--- config.mk ---
export PLATFORM = sky130hd
export DESIGN_NAME = imm_hazard_ctrl
export DESIGN_NICKNAME = d
export VERILOG_FILES = /design/src/rtl/imm_hazard_ctrl_pkg.sv /design/src/rtl/imm_hazard_ctrl_ext.sv /design/src/rtl/imm_hazard_ctrl.sv
export SDC_FILE = /design/constraint.sdc
export NUM_CORES = 1
export LEC_CHECK = 0
export BUFFER_PORTS_ARGS = -buffer_cell sky130_fd_sc_hd__buf_4
export CAP_MARGIN = 20
export CORE_ASPECT_RATIO = 0.75
export CORE_MARGIN = 10
export CORE_UTILIZATION = 45
export CTS_BUF_LIST = sky130_fd_sc_hd__clkbuf_4 sky130_fd_sc_hd__clkbuf_8 sky130_fd_sc_hd__clkbuf_16
export DETAILED_ROUTE_END_ITERATION = 8
export GPL_TIMING_DRIVEN = 0
export PLACE_DENSITY = 0.81
export SYNTH_ARGS = -nofsm -noshare
export SYNTH_HDL_FRONTEND = slang
export SYNTH_SLANG_ARGS = --single-unit
export TNS_END_PERCENT = 50
--- constraint.sdc ---
create_clock -name clk -period 1.6 [get_ports clk]
set_clock_uncertainty 0.05 [all_clocks]
set_input_delay 0.08 -clock clk [delete_from_list [all_inputs] [get_ports clk]]
set_output_delay 0.08 -clock clk [all_outputs]
set_load 0.03 [all_outputs]
--- src/rtl/imm_hazard_ctrl_pkg.sv ---
// Shared pipeline definitions for the ID-stage hazard controller.
// Ports: none (opcode constants, extension modes, FSM states, decode helpers).
// Imported by imm_hazard_ctrl and imm_ext_unit.
package imm_hazard_ctrl_pkg;

   // Opcodes the ID stage has to recognise
   localparam logic [5:0] OP_RTYPE = 6'h00;
   localparam logic [5:0] OP_J     = 6'h02;
   localparam logic [5:0] OP_JAL   = 6'h03;
   localparam logic [5:0] OP_BEQ   = 6'h04;
   localparam logic [5:0] OP_BNE   = 6'h05;
   localparam logic [5:0] OP_ADDI  = 6'h08;
   localparam logic [5:0] OP_ANDI  = 6'h0C;
   localparam logic [5:0] OP_ORI   = 6'h0D;
   localparam logic [5:0] OP_XORI  = 6'h0E;
   localparam logic [5:0] OP_LUI   = 6'h0F;
   localparam logic [5:0] OP_LW    = 6'h23;
   localparam logic [5:0] OP_SB    = 6'h28;
   localparam logic [5:0] OP_SH    = 6'h29;
   localparam logic [5:0] OP_SW    = 6'h2B;

   typedef enum logic [1:0] {
      EXT_ZERO  = 2'b00,
      EXT_SIGN  = 2'b01,
      EXT_UPPER = 2'b10
   } ext_mode_e;

   typedef enum logic [1:0] {
      ST_RUN   = 2'd0,
      ST_STALL = 2'd1,
      ST_FLUSH = 2'd2
   } hz_state_e;

   typedef struct packed {
      logic [5:0]  opcode;
      logic [4:0]  rs;
      logic [4:0]  rt;
      logic [15:0] imm;
   } instr_t;

   function automatic ext_mode_e decode_ext_mode(input logic [5:0] opcode);
      ext_mode_e mode;
      case (opcode)
         OP_ANDI, OP_ORI, OP_XORI:   mode = EXT_ZERO;
         OP_RTYPE, OP_J, OP_JAL:     mode = EXT_ZERO;
         OP_LUI:                     mode = EXT_UPPER;
         default:                    mode = EXT_SIGN;
      endcase
      return mode;
   endfunction

   // rt is a source only for R-type, branches and stores; elsewhere it is a destination
   function automatic logic reads_rt(input logic [5:0] opcode);
      logic r;
      case (opcode)
         OP_RTYPE, OP_BEQ, OP_BNE, OP_SB, OP_SH, OP_SW: r = 1'b1;
         default:                                        r = 1'b0;
      endcase
      return r;
   endfunction

   // Jumps and LUI carry no rs operand
   function automatic logic reads_rs(input logic [5:0] opcode);
      logic r;
      case (opcode)
         OP_J, OP_JAL, OP_LUI: r = 1'b0;
         default:              r = 1'b1;
      endcase
      return r;
   endfunction

endpackage

--- src/rtl/imm_hazard_ctrl_ext.sv ---
// Immediate extension unit: zero-, sign- or upper-extends the immediate field.
// Ports: imm (DATA_WIDTH) and ext_mode in; ext_imm (EXT_DATA_WIDTH) out.
// Purely combinational; unknown mode encodings yield zero.
module imm_ext_unit
   import imm_hazard_ctrl_pkg::*;
#(
   parameter int DATA_WIDTH     = 16,
   parameter int EXT_DATA_WIDTH = 32
) (
   input  logic [DATA_WIDTH-1:0]     imm,
   input  ext_mode_e                 ext_mode,
   output logic [EXT_DATA_WIDTH-1:0] ext_imm
);

   localparam int PAD = EXT_DATA_WIDTH - DATA_WIDTH;

   always_comb begin
      ext_imm = '0;
      case (ext_mode)
         EXT_ZERO:  ext_imm = {{PAD{1'b0}}, imm};
         EXT_SIGN:  ext_imm = {{PAD{imm[DATA_WIDTH-1]}}, imm};
         EXT_UPPER: ext_imm = {imm, {PAD{1'b0}}};
         default:   ext_imm = '0;
      endcase
   end

endmodule

--- src/rtl/imm_hazard_ctrl.sv ---
// ID-stage hazard controller: load-use stall, branch flush and ID/EX immediate register.
// Ports: clk, rst_n; instr_valid, instr, ex_mem_read, ex_rt, branch_taken in;
//        pc_write, ifid_write, ifid_flush, idex_bubble (combinational), imm_out, ext_mode, out_valid (registered) out.
module imm_hazard_ctrl
   import imm_hazard_ctrl_pkg::*;
#(
   parameter int DATA_WIDTH     = 16,
   parameter int EXT_DATA_WIDTH = 32,
   parameter int STALL_CYCLES   = 1
) (
   input  logic                      clk,
   input  logic                      rst_n,
   input  logic                      instr_valid,
   input  logic [31:0]               instr,
   input  logic                      ex_mem_read,
   input  logic [4:0]                ex_rt,
   input  logic                      branch_taken,
   output logic                      pc_write,
   output logic                      ifid_write,
   output logic                      ifid_flush,
   output logic                      idex_bubble,
   output logic [EXT_DATA_WIDTH-1:0] imm_out,
   output logic [1:0]                ext_mode,
   output logic                      out_valid
);

   // Counter is preloaded with the number of bubbles still owed after the detect cycle
   localparam logic [2:0] STALL_LOAD  = 3'(STALL_CYCLES - 1);
   localparam logic       STALL_MULTI = (STALL_CYCLES > 1);

   instr_t                    fields;
   ext_mode_e                 mode_dec;
   logic [EXT_DATA_WIDTH-1:0] imm_ext;
   logic                      hazard;

   hz_state_e state, state_nxt;
   logic [2:0] cnt, cnt_nxt;

   assign fields   = instr_t'(instr);
   assign mode_dec = decode_ext_mode(fields.opcode);

   // A register-0 destination never creates a real dependency
   assign hazard = instr_valid & ex_mem_read & (ex_rt != 5'd0) &
                   ((reads_rs(fields.opcode) & (ex_rt == fields.rs)) |
                    (reads_rt(fields.opcode) & (ex_rt == fields.rt)));

   imm_ext_unit #(
      .DATA_WIDTH     (DATA_WIDTH),
      .EXT_DATA_WIDTH (EXT_DATA_WIDTH)
   ) u_imm_ext (
      .imm      (instr[DATA_WIDTH-1:0]),
      .ext_mode (mode_dec),
      .ext_imm  (imm_ext)
   );

   always_ff @(posedge clk or negedge rst_n) begin
      if (!rst_n) begin
         state <= ST_RUN;
         cnt   <= 3'd0;
      end else begin
         state <= state_nxt;
         cnt   <= cnt_nxt;
      end
   end

   always_comb begin
      state_nxt   = state;
      cnt_nxt     = cnt;
      pc_write    = 1'b1;
      ifid_write  = 1'b1;
      ifid_flush  = 1'b0;
      idex_bubble = 1'b0;

      if (branch_taken) begin
         // Redirect wins over any stall: the stalled instruction is on the wrong path anyway
         ifid_flush  = 1'b1;
         idex_bubble = 1'b1;
         cnt_nxt     = 3'd0;
         state_nxt   = ST_FLUSH;
      end else begin
         case (state)
            ST_RUN: begin
               if (hazard) begin
                  pc_write    = 1'b0;
                  ifid_write  = 1'b0;
                  idex_bubble = 1'b1;
                  cnt_nxt     = STALL_LOAD;
                  state_nxt   = STALL_MULTI ? ST_STALL : ST_RUN;
               end
            end
            ST_STALL: begin
               pc_write    = 1'b0;
               ifid_write  = 1'b0;
               idex_bubble = 1'b1;
               // Leave when this decrement lands on zero; a zero count also exits rather than wrapping
               cnt_nxt     = (cnt == 3'd0) ? 3'd0 : cnt - 3'd1;
               if (cnt <= 3'd1) begin
                  state_nxt = ST_RUN;
               end
            end
            ST_FLUSH: begin
               ifid_flush  = 1'b1;
               idex_bubble = 1'b1;
               state_nxt   = ST_RUN;
            end
            default: begin
               state_nxt = ST_RUN;
               cnt_nxt   = 3'd0;
            end
         endcase
      end
   end

   // ID/EX immediate fields; a bubble clears them so EX sees a clean NOP
   always_ff @(posedge clk or negedge rst_n) begin
      if (!rst_n) begin
         out_valid <= 1'b0;
         imm_out   <= '0;
         ext_mode  <= EXT_ZERO;
      end else if (idex_bubble) begin
         out_valid <= 1'b0;
         imm_out   <= '0;
         ext_mode  <= EXT_ZERO;
      end else begin
         out_valid <= instr_valid;
         imm_out   <= imm_ext;
         ext_mode  <= mode_dec;
      end
   end

endmodule
==> out/metrics.cfg, run 1 <==
[worst_setup_path]
worstPathRequired_ps = 1470
path_class = primary input to output port
cpMostUsedCell = buf_6
crit_family = simple AND/OR/NAND/NOR gates
crit_arrival_ps = 1530
start_kind = primary input
slowest_delay_ps = 380
path_cells = buf_6, or3_4, o311a_4, nand4_4, o31a_1, or2_4, buf_6, buf_6
crit_buf_inv = 3
path_max_fanout = 3
cp_slowest_cell = or3_4
endpoint_kind = output port
reg2reg_slack_ps = 190

[global_routing]
grt_pass1_vias = 1395
grt-busiest-layer = met2
grtUsageMet1_pct = 17.9
overflow = 0
grtUsageMet2_pct = 25.1
grt.total_usage_pct = 15.4
grt_pass1_wl_um = 7420
grt_max_degree = 37
use_met3_pct = 5.20
antenna_found_initial = 0

[cells_and_area]
fillers = 205
final_cells = 279
drive_gt1_share_pct = 52.3
fin_nets = 280
design_area_sq_um = 2560
area_growth_pct = 60.5
diodes = 0
fin_util_pct = 76.3

[cts]
insertion_delay_ps = 280
clock_path_buffers = 2
cts_sinks = 36
cts_inserted_buffers = 5
clkTransAtPathRegs_ps = 60
root_buffer = clkbuf_8
cts_tree = done
htreeDepth = 2

[logic_synthesis]
ys_warn_count = 0
synth_area_per_cell_sq_um = 11.8
ys_ff_latch = 36
syn_nets = 177
synth_cell_types = 31
netlist.top_cell.by_area = dfrtp_1
synth_top_area_share_pct = 56.5
yosysSeqAreaShare_pct = 56.5
ys.flop_type = dfrtp_1
syn-cell-area_sq_um = 1600
synthTopCellsByCount = 36 x dfrtp_1, 20 x nor2_1, 17 x a21oi_1
synth_area_leaders = dfrtp_1 56%, nor3b_2 9.4%, a21oi_1 5.3%
yosysMostFrequentCell = dfrtp_1
synth_edf_count = 0
syn_inst = 135
async_reset_ff_share_pct = 100

[place]
placed_cell_area_sq_um = 2250
port-buffer-count = 80
gp_congestion = 0.786
dp_hpwl_um = 3570
dp_cells = 255

[die]
core_area_sq_um = 3360
start_util_pct = 47.5
die_h_um = 71.6
row_count = 18
dieArea_sq_um = 6350
die_x_um = 88.8
boundaryPins = 81

[detailed_routing]
dr.pass1.iters = 4
drtAntennaViolNets = 0
drt-wirelength-per-cell_um = 18.7
vias_per_cell = 5.02
via_count = 1401
routed_wirelength_um = 5230
drcViolationCount = 0
first_iter_violations = 81

[power_and_ir_drop]
power_frac_clock_pct = 32.4
p_leak_uw = 0.00128
internal_power_uw = 1540
combPwrFrac_pct = 21.8
p_seq_share_pct = 45.7
cellPowerDensity_nw_per_um2 = 818
peakVddDrop_uv = 587
swShare_pct = 26.6
p_sw_uw = 556

[timing]
setup_viol = 2
finalMaxSlewViolations = 0
rsz0062_at_grt = true
tightest_slew_ps = 551
relSlewSlack_pct = 63.2
period_minus_slack_ps = 1660
max_freq_mhz = 604
worst_slack_ps = -55.2
post-route-period-util_pct = 103
finalHoldViolations = 0

[hold_path]
hold_class = primary input to register

[run]
cap_violations = 0

[outcome]
violations = negative setup slack
status = finished, violations left

-- area by class of cell --
type / count / area [sq um] / share of cell area [%]
Buffer: 10 / 68.8 / 2.69
Clock buffer: 8 / 97.6 / 3.81
Inverter: 2 / 7.51 / 0.293
Multi-Input combinational cell: 87 / 673 / 26.3
Sequential cell: 36 / 901 / 35.2
Tap cell: 40 / 50.0 / 1.96
Timing Repair Buffer: 96 / 762 / 29.8
-- final timing paths --
check                          start           to  cells past startpoint
setup / recovery            ex_rt[0]     pc_write                      8
hold / removal             instr[15]  imm_out[31]                      3
setup reg to reg            state[1]  imm_out[25]                      6
hold reg to reg             state[1]  ext_mode[1]                      2
max in group asynchronous      rst_n   imm_out[1]                      2
min in group asynchronous      rst_n  imm_out[27]                      2
-- power groups by stage --
stage / registers (uW) / clock network (uW) / logic, uW
CTS: 957 / 691 / 429
detailed placement: 973 / 0 / 399
finish: 958 / 680 / 458
global route: 961 / 725 / 488
global placement: 972 / 0 / 395
floorplan: 1050 / 0 / 123
-- worst min-delay path: stages --
cell	delay [ps]
buf_4	110
o21ai_0	60
nor2_1	40
-- timing repair --
action	CTS	global route
setup buffers	2	5
resized for setup	8	11
hold buffers	8	1
pin swaps	4	3
setup endpoints to repair	3	6
endpoints found under the hold margin	43	1
-- routing by layer --
| metal | vias to the layer above | wire (um) |
|---|---|---|
| met5 | - | 0 |
| met2 | 47 | 2790 |
| met4 | 0 | 150 |
| met3 | 13 | 333 |
| li1 | 665 | - |
| met1 | 676 | 1950 |
-- flip-flops by register name, indices dropped and copies added, names as in the netlist --
register   count
ext_mode       2
imm_out       32
out_valid      1
state          1
-- layout by cell type, fill, tap and decap left out, types with 3 or more instances in the layout --
master	n
buf_6	9
a21oi_1	16
buf_4	82
xor2_1	6
dlygate4sd3_1	9
dfrtp_1	36
clkbuf_8	6
and3_1	3
nor2_1	19
xnor2_1	3
nor3b_2	12
nor3b_1	4
clkbuf_1	5
-- cells by family (layout without fill, tap and decap cells) --
| kind of cell | Yosys count | count (layout) | synth area share (%) |
|---|---|---|---|
| flops | 36 | 36 | 56.5 |
| xor+xnor | 10 | 10 | 5.49 |
| buf+inv | 12 | 116 | 4.08 |
| compound gates | 25 | 25 | 11.1 |
| simple gates | 52 | 52 | 22.8 |
-- through the flow --
stage / total power (uW) / setup slack (ps) / hold WS, ps / TNS [ps]
after CTS: 2080 / -54.3 / 0.0262 / -66.0
final: 2100 / -55.2 / 2.26 / -65.7
after global routing: 2170 / -101 / 4.89 / -316
after global placement: 1370 / -254 / 1.93 / -4100
after floorplan: 1170 / 55.8 / -266 / 0
after detailed placement: 1370 / -263 / 4.48 / -4590
(Power assumes the default switching activity.)
==> run 2: changes to the inputs <==
--- a/config.mk
+++ b/config.mk
@@ -14,6 +14,7 @@
 export DETAILED_ROUTE_END_ITERATION = 8
 export GPL_TIMING_DRIVEN = 0
 export PLACE_DENSITY = 0.81
+export REMOVE_ABC_BUFFERS = 1
 export SYNTH_ARGS = -nofsm -noshare
 export SYNTH_HDL_FRONTEND = slang
 export SYNTH_SLANG_ARGS = --single-unit
==> run 2 against run 1 <==
The flow now finishes without violations. Non-clock buffer count shrank 4. Flip-flop and latch count is the same. Global-route usage grew 0.66 points. Worst setup slack gained 57 ps. Via count shrank 1.1%. Total power grew 5.5%. Sequential share of layout area shrank 1.2 points. Count of clock-buffer cells in the layout shrank 2. Cell area grew 3.5%. Final cell count shrank 1.4%. Largest power group unchanged.
==> out/metrics.cfg, run 2 (same netlist as run 1, synthesis figures left out) <==
[detailed_routing]
drcViolationCount = 0  ; unchanged
routed_wirelength_um = 5100  ; -2.4%
met3_length_um = 584  ; +75%
wl_met1_um = 1810  ; -7.1%
drt-wirelength-per-cell_um = 18.5  ; -0.99%
via_count = 1386  ; -1.1%
wl_met2_um = 2580  ; -7.8%
vias_per_cell = 5.04  ; +0.37%
first_iter_violations = 51  ; -37%
drtAntennaViolNets = 0  ; unchanged
top_layer_used = met4
dr.pass1.iters = 5  ; +1

[worst_setup_path]
path_cells = buf_6, or3_4, o311a_4, nand4_4, o311ai_4, clkbuf_16, buf_8
worstSetupStartpoint = ex_rt[2]
path_class = primary input to output port
endpoint_kind = output port
crit_arrival_ps = 1470  ; -60 ps
r2r-start = state[1]
path_max_fanout = 3  ; unchanged
worstPathRequired_ps = 1470  ; about the same
slowest_delay_ps = 390  ; about the same
cp_slowest_cell = or3_4
start_kind = primary input
reg2reg_slack_ps = 200  ; about the same

[cells_and_area]
max_flop_register = imm_out
fillers = 223  ; +8.8%
fin_util_pct = 79.0  ; +2.7 points
design_area_sq_um = 2650  ; +3.5%
area_growth_pct = 66.1
final_common_cell = buf_4
drive_gt1_share_pct = 53.2  ; +0.89 points
final_cell_mix = 77 x buf_4, 36 x dfrtp_1, 19 x nor2_1
largest_reg_flops = 32  ; unchanged
top_regs = imm_out x32, ext_mode x2
diodes = 0  ; unchanged
fin_nets = 276  ; -1.4%

[place]
port-buffer-count = 80  ; unchanged
place_ws_ps = -579  ; -316 ps
placed_cell_area_sq_um = 2240  ; -0.33%
dp_hpwl_um = 3620  ; +1.4%
gp_congestion = 0.847  ; +7.8%

[timing]
finalMaxSlewViolations = 0  ; unchanged
finalHoldViolations = 0  ; unchanged
hold_ws_ps = 6.10  ; +3.84 ps
post-route-period-util_pct = 99.9  ; -3.5 points
setup_viol = 0  ; -2
worst_slack_ps = 1.52  ; +56.7 ps
rsz0062_at_grt = true
relSlewSlack_pct = 61.0  ; -2.1 points
max_freq_mhz = 626  ; +3.5%
period_minus_slack_ps = 1600  ; -56.7 ps
tightest_slew_ps = 584  ; +32.1 ps

[cts]
root_buffer = clkbuf_8
htreeDepth = 2  ; unchanged
cts_inserted_buffers = 5  ; unchanged
clkTransAtPathRegs_ps = 70  ; about the same
cts_tree = done
cts_sinks = 36  ; unchanged
clock_path_buffers = 2  ; unchanged
insertion_delay_ps = 270  ; about the same

[global_routing]
grt_pass1_vias = 1521  ; +9.0%
grt_pass1_wl_um = 7800  ; +5.1%
grt.total_usage_pct = 16.1  ; +0.66 points
overflow = 0  ; unchanged
antenna_found_initial = 0  ; unchanged
grt_max_degree = 37  ; unchanged

[die]
boundaryPins = 81  ; unchanged
die_h_um = 71.6  ; unchanged
row_count = 18  ; unchanged
dieArea_sq_um = 6350  ; unchanged
die_x_um = 88.8  ; unchanged
core_area_sq_um = 3360  ; unchanged
start_util_pct = 47.5  ; unchanged

[power_and_ir_drop]
p_leak_uw = 0.00132  ; +3.3%
cellPowerDensity_nw_per_um2 = 834  ; +1.9%
peakVddDrop_uv = 543  ; -7.4%

[hold_path]
min_from = instr[13]
hold_class = primary input to register

[run]
cap_violations = 0  ; unchanged

[outcome]
status = finished clean

run 2: per-stage QoR:
step           total power (uW)  instances  setup TNS, ps
4_1_cts                    2220        274          -18.5
5_1_grt                    2300        275          -79.8
6_report                   2210        275              0
3_5_place_dp               1380        248         -15460
2_1_floorplan              1160        125         -14710
3_3_place_gp               1350        245         -24910
run 2: cell type report:
type	instances	area [sq um]	area share [%]
Inverter	2	7.51	0.283
Tap cell	40	50.0	1.89
Multi-Input combinational cell	87	691	26.1
Clock buffer	6	76.3	2.88
Clock inverter	2	35.0	1.32
Timing Repair Buffer	102	890	33.6
Sequential cell	36	901	34.0
run 2: path summary, 6_finish.rpt:
kind | endpoint | cells past startpoint
max in group asynchronous | out_valid | 2
max reg2reg | imm_out[13] | 5
min in group asynchronous | imm_out[5] | 2
max | idex_bubble | 7
min reg2reg | ext_mode[1] | 2
min | imm_out[29] | 3
run 2: report_power, final:
part | leakage [uW] | internal (uW) | switching (uW)
clock network | 0.0000586 | 479 | 301
logic | 0.000779 | 227 | 247
registers | 0.000484 | 946 | 11.5
run 2: repair_timing:
item / in CTS / in global routing
hold buffers: 13 / 0
setup buffers: 4 / 1
setup endpoints to repair: 36 / 34
pin swaps: 4 / 2
hold endpoints to repair: 48 / 0
gates cloned: 1 / 0
gates resized for setup: 11 / 14
run 2: worst max-delay path, delay by kind of cell:
family,cells,cell delay (ps)
AOI/OAI and AO/OA,2,480
and+or+nand+nor,2,480
buffers and inverters,3,420
run 2: per-layer routing:
metal  up-vias  GRT usage [%]
met5         -              0
met2        53           26.7
met3        12           9.15
met1       668           16.5
li1        653              -
met4         0           5.90
